===== src/rtl/mux_rr_4to1.sv =====
// Four-input round-robin merge of per-class word queues onto one registered stream.
// Define MUX_STRICT_PRIO_EN to replace round-robin with fixed priority (input 0 highest).
module mux_rr_4to1 #(
  parameter int DATA_WIDTH = 12
) (
  input  logic                  clk,
  input  logic                  reset_L,
  input  logic [DATA_WIDTH-1:0] data_in0,
  input  logic [DATA_WIDTH-1:0] data_in1,
  input  logic [DATA_WIDTH-1:0] data_in2,
  input  logic [DATA_WIDTH-1:0] data_in3,
  input  logic                  valid_0,
  input  logic                  valid_1,
  input  logic                  valid_2,
  input  logic                  valid_3,
  input  logic                  pause,
  output logic                  pop_0,
  output logic                  pop_1,
  output logic                  pop_2,
  output logic                  pop_3,
  output logic [DATA_WIDTH-1:0] data_out,
  output logic [1:0]            class_out,
  output logic                  valid_out,
  output logic [15:0]           word_count
);

  logic [3:0]            valid_vec;
  logic [DATA_WIDTH-1:0] data_arr [4];
  logic [1:0]            grant_idx;
  logic                  any_grant;
  logic                  pop_any;
  logic [3:0]            pop_vec;

  assign valid_vec   = {valid_3, valid_2, valid_1, valid_0};
  assign data_arr[0] = data_in0;
  assign data_arr[1] = data_in1;
  assign data_arr[2] = data_in2;
  assign data_arr[3] = data_in3;

`ifdef MUX_STRICT_PRIO_EN
  // Scan from the lowest priority upward so the lowest valid index wins.
  always_comb begin
    grant_idx = 2'd0;
    any_grant = 1'b0;
    for (int k = 3; k >= 0; k--) begin
      if (valid_vec[k]) begin
        grant_idx = 2'(k);
        any_grant = 1'b1;
      end
    end
  end
`else
  logic [1:0] ptr_reg;
  logic [1:0] cand;

  // Offsets scanned from ptr+3 down to ptr, so the offset nearest ptr wins.
  always_comb begin
    grant_idx = ptr_reg;
    any_grant = 1'b0;
    cand      = ptr_reg;
    for (int k = 3; k >= 0; k--) begin
      cand = ptr_reg + 2'(k);
      if (valid_vec[cand]) begin
        grant_idx = cand;
        any_grant = 1'b1;
      end
    end
  end

  always_ff @(posedge clk) begin
    if (!reset_L) begin
      ptr_reg <= 2'd0;
    end else if (pop_any) begin
      ptr_reg <= grant_idx + 2'd1;
    end
  end
`endif

  // Reset gates the pops directly so no queue head is consumed while in reset.
  assign pop_any = any_grant & ~pause & reset_L;
  assign pop_vec = pop_any ? (4'b0001 << grant_idx) : 4'b0000;
  assign pop_0   = pop_vec[0];
  assign pop_1   = pop_vec[1];
  assign pop_2   = pop_vec[2];
  assign pop_3   = pop_vec[3];

  always_ff @(posedge clk) begin
    if (!reset_L) begin
      data_out   <= '0;
      class_out  <= 2'd0;
      valid_out  <= 1'b0;
      word_count <= 16'd0;
    end else if (pop_any) begin
      data_out   <= data_arr[grant_idx];
      class_out  <= grant_idx;
      valid_out  <= 1'b1;
      word_count <= word_count + 16'd1;
    end else begin
      valid_out  <= 1'b0;
    end
  end

endmodule

===== config.mk =====
export PLATFORM = sky130hd
export DESIGN_NAME = mux_rr_4to1
export DESIGN_NICKNAME = d
export VERILOG_FILES = /design/src/rtl/mux_rr_4to1.sv
export SDC_FILE = /design/constraint.sdc
export NUM_CORES = 1
export LEC_CHECK = 0
export ABC_AREA = 0
export BUFFER_PORTS_ARGS = -buffer_cell sky130_fd_sc_hd__buf_2
export CAP_MARGIN = 5
export CORE_MARGIN = 2
export CORE_UTILIZATION = 42
export CTS_CLUSTER_SIZE = 20
export DETAILED_ROUTE_END_ITERATION = 8
export PLACE_DENSITY_LB_ADDON = 0.12
export SETUP_SLACK_MARGIN = 0.4
export SLEW_MARGIN = 20
export SYNTH_ARGS = -nofsm -noshare
export SYNTH_HDL_FRONTEND = slang
export SYNTH_SLANG_ARGS = --single-unit
export TNS_END_PERCENT = 20

===== constraint.sdc =====
create_clock -name clk -period 1.8 [get_ports clk]
set_input_delay 0.36 -clock clk [delete_from_list [all_inputs] [get_ports clk]]
set_output_delay 0.36 -clock clk [all_outputs]
set_load 0.005 [all_outputs]

# Word-level counts from Yosys, hierarchy flattened
# Cells that the tools add are included.
[totals]
ff_bits = 33
latch_bits = 0
ramBits = 0
romBits = 0
inputBits = 55
out_inout_bits = 35
elab_cells = 41
mem_count = 0
[classes]
add_sub_neg = 5
multipliers = 0
div_mod_pow = 0
n_lt_le_gt_ge = 5
n_eq_ne = 0
shifts = 1
muxes = 21
n_bitwise = 4
reduce_logical = 0
[op_table]
columns = ["op", "n"]
rows = [
  ["binary-select mux 12 bit (select 2 bit)", 1],
  ["two-way mux 12 bit", 2],
  ["adder 16 x 1 -> 16 bit, second input constant", 1],
  ["less-than comparator 2 x 3 -> 1 bit, second input constant", 4],
  ["two-way mux 1 bit", 9],
  ["binary-select mux 1 bit (select 2 bit)", 4],
  ["two-way mux 2 bit", 4],
  ["adder 2 x 1 -> 2 bit, second input constant", 2],
  ["adder 2 bit, second input constant", 2],
  ["two-way mux 4 bit", 1],
  ["<< shifter 1 x 2 -> 4 bit, first input constant", 1],
  [">= comparator 3 bit, second input constant", 1],
  ["NOT 2 -> 3 bit", 1],
  ["bitwise AND 1 bit", 2],
  ["NOT 1 bit", 1],
]

# Depth between registers and ports, before layout
[logic_depth]
depth_word = 11
ltp_mapped = 8
mapped_depth_nobuf = 6

# Worst setup path before layout
# Ideal clock, no wire load.
[synth_timing]
path_type = "input-to-output"
from = "in valid_1"
to = "out pop_0"
arrival_ns = 1.429
slack_ns = 0.011
cell_stages = 7
cell_sequence = "nor4_2 -> or2_1 -> buf_4 -> inv_2 -> buf_6 -> buf_2 -> and3_1"
[synth_via]
elab_chain_cells = 9
[synth_rtl]
columns = ["item", "line_no", "rtl"]
rows = [
  ["start: declaration", "13", "input logic valid_1,"],
  ["binary-select mux 1 bit (select 2 bit)", "63", "if (valid_vec[cand]) begin"],
  ["two-way mux 1 bit (not written as such)", "63", ""],
  ["two-way mux 1 bit (4 in series)", "63", ""],
  ["bitwise AND 1 bit (2 in series)", "80", "assign pop_any = any_grant & ~pause & reset_L;"],
  ["two-way mux 4 bit (*)", "81", "assign pop_vec = pop_any ? (4'b0001 << grant_idx) : 4'b0000;"],
  ["end: declaration", "17", "output logic pop_0,"],
]
# Mark *: on every way between the ends. The rest lies on a longest branch, timed or not. The select of a mux whose other input is x is not followed.

# Final worst setup path
[layout_timing]
from = "reg ptr_reg[0]"
to = "out pop_1"
[layout_via]
elab_chain_cells = 10
[layout_rtl]
columns = ["item", "line_no", "rtl"]
rows = [
  ["start: declaration", "53", "logic [1:0] ptr_reg;"],
  ["start signal: assignment", "74", "ptr_reg <= grant_idx + 2'd1;"],
  ["adder 2 bit", "62", "cand = ptr_reg + 2'(k);"],
  ["binary-select mux 1 bit (select 2 bit)", "63", ""],
  ["two-way mux 1 bit (not written as such)", "63", ""],
  ["two-way mux 1 bit (4 in series)", "63", ""],
  ["bitwise AND 1 bit (2 in series)", "80", ""],
  ["two-way mux 4 bit (*)", "81", ""],
  ["end: declaration", "18", "output logic pop_1,"],
]
# Marks and branches as above.

==> results_dict.tcl <==
set metrics [dict create \
    vias 2007 \
    fin_crit_sh 1.09 \
    syn_nets 264 \
    drc 0 \
    min_period_ns 1.97 \
    initial_utilization 0.432 \
    ys_seq_area_frac 0.353 \
    synth_cell_type_count 37 \
    antenna_found_initial 0 \
    grtUsageTotal 0.214 \
    startpoint "ptr_reg[0]" \
    hold_buffers 0 \
    drive_gt1_frac 0.574 \
    n_antenna_cell 0 \
    place.gp.congestion 0.755 \
    wl_um 5730 \
    placementRows 24 \
    grt_max_degree 32 \
    hold_class "in2reg" \
    gr-total-overflow 0 \
    end_kind "output port" \
    cts.sinks 33 \
    layout_commonest_cell "buf_2" \
    drt_iter0_drc 64 \
    synth_area_leaders "dfxtp_1, mux2i_1, a211oi_2" \
    regToRegEndpoint "data_out[11]" \
    crit_arrival_ns 1.61 \
    ir_worst_vdd_mv 0.401 \
    slew_headroom 0.801 \
    synth-xor-area-share 0.0703 \
    largest_register_ffs 16 \
    area_growth_pct 60.0 \
    crit_required_ns 1.44 \
    cts_root_buf "clkbuf_8" \
    synth_top_family_by_area "compound AO/OA/AOI/OAI gates" \
    drv_cap 0 \
    cts-buffers-inserted 5 \
    clkTransAtPathRegs_ns 0.07 \
    grt_pass1_wl_um 8550 \
    slew_viol_final 0 \
    first_pass_iters 4 \
    pin_count 90 \
    reg2reg_slack_ns 0.01 \
    failed_checks "negative setup slack" \
    reg_top3 "word_count x16, data_out x12" \
    syn_avg_cell_area_um2 8.99 \
    crit_path_max_fanout 3 \
    post_drt_wl_per_cell_um 15.0 \
    synth_compound_area_frac 0.243 \
    worstSetupPathType "reg2out" \
    cp-start-kind "flop" \
    fin_worst_skew_ns 0.00450 \
    reg2reg_from "ptr_reg[0]" \
    yosys.area.top_type_share 0.353 \
    synth-adder-area-share 0.00669 \
    num-nets-final 386 \
    place_hpwl_um 3750 \
    yosysTopAreaCell "dfxtp_1" \
    grt_pass1_vias 1874 \
    outcome "finished with violations" \
    crit_end "pop_1" \
    htree_levels 2 \
    final_cell_mix "buf_2, buf_4, dfxtp_1" \
    dpl.cell_count 363 \
    finalHoldViolations 0 \
    rsz0062_at_grt "true" \
    whs_ns 0.421 \
    layoutNonFillerInstCount 383 \
    power.density_mw_per_mm2 817 \
    ys_seq_elements 33 \
    via_per_inst 5.24 \
    synthSimpleGateAreaFrac 0.187 \
    regMostFlops "word_count" \
    ant_nets 0 \
    finalSetupViolations 4 \
    dieArea_mm2 0.00500 \
    clk-insertion-delay-late_ns 0.29 \
    syn_inst 208 \
    fp.dieW_um 70.7 \
    reg2reg_depth 8 \
    tightestPinTransition_ns 0.298 \
    leakage_nw 1.43 \
    setup_slack_ns -0.167 \
    yosysWarnings 0 \
    clock.fmax_mhz 509 \
    synth_mux_area_frac 0.0696 \
    clock_path_buffers 2 \
    finalPower_mw 2.44 \
    synthesis.area_mm2 0.00187 \
    cts_tree "built" \
    io_buffers 89 \
    core_area_mm2 0.00432 \
    die-height_um 70.7 \
]
[power breakdown]
part,leakage (nW),switching (mW),internal [mW]
combinational,1.09,0.379,0.390
clock,0.0681,0.296,0.550
sequential,0.275,0.0395,0.790
total,1.43,0.714,1.73
[per-layer routing]
metal  track usage  share of wire  wire, um  up-vias
met5             0              0         0        -
met4        0.0776          0.019       108        0
met3        0.0499          0.058       333       11
met2         0.377           0.51      2890       78
met1         0.252           0.42      2390      925
li1              -              -         -      993
[worst min-delay path by stage]
stage               slack [ns]          from  cells after the start      endpoint
CTS                       0.41   data_in1[0]                      3   data_out[0]
global route              0.43   data_in3[9]                      3   data_out[9]
floorplan                 0.45  class_out[1]                      2  class_out[1]
finish                    0.42   data_in3[0]                      3   data_out[0]
global placement          0.46  class_out[1]                      2  class_out[1]
detailed placement        0.46  class_out[1]                      2  class_out[1]
[worst max-delay path, stage by stage (launching register included)]
cell and delay (ns):
dfxtp_4 0.39, nor2b_4 0.05, a221o_1 0.35, o22ai_4 0.22, and3_4 0.22, buf_6 0.09
[cell families after synthesis]
logic type	count (synthesis)
muxes	13
and+or+nand+nor	60
buffers and inverters	28
adders and majority gates	1
DFF	33
xor gates and xnor gates	15
AOI/OAI and AO/OA	58
[per-stage QoR]
step | worst slack, ns | instance area [um^2] | TNS [ns] | util
finish | -0.167 | 2990 | -0.569 | 0.692
global route | -0.188 | 2990 | -0.773 | 0.692
CTS | -0.151 | 2820 | -0.552 | 0.652
detailed placement | -0.120 | 2590 | -1.15 | 0.598
global placement | -0.111 | 2590 | -0.901 | 0.598
floorplan | 0.0952 | 1970 | 0 | -
[synth_stat cells, drive strengths merged]
master	number
a31oi	12
nor2	6
o22ai	2
nand2b	1
a211oi	24
and2	15
clkbuf	6
a21oi	12
xor2	3
ha	1
and4	2
nand3	9
o221ai	1
and3	6
nand2	9
o21ai	4
o31ai	1
nor2b	5
or2	1
and4bb	1
o21bai	1
inv	14
nand4	3
dfxtp	33
buf	8
xnor2	12
nor4	1
nor3	1
a221o	1
mux2i	13
[final cells by class]
class | count | area [um^2]
clock buffers | 5 | 68.8
clock inverters | 3 | 65.1
fillers | 354 | 1330
inverters | 14 | 57.6
multi-input cells | 148 | 1260
flip-flops and latches | 33 | 676
well taps | 52 | 65.1
repair buffers | 128 | 797
[repair_timing]
action | in CTS | in global routing
setup endpoints to repair | 28 | 27
gates cloned | 1 | 1
pin swaps | 3 | 11
buffers inserted | 4 | 6
resized for setup | 18 | 26
Note: power is estimated with default switching activity, not from simulation.
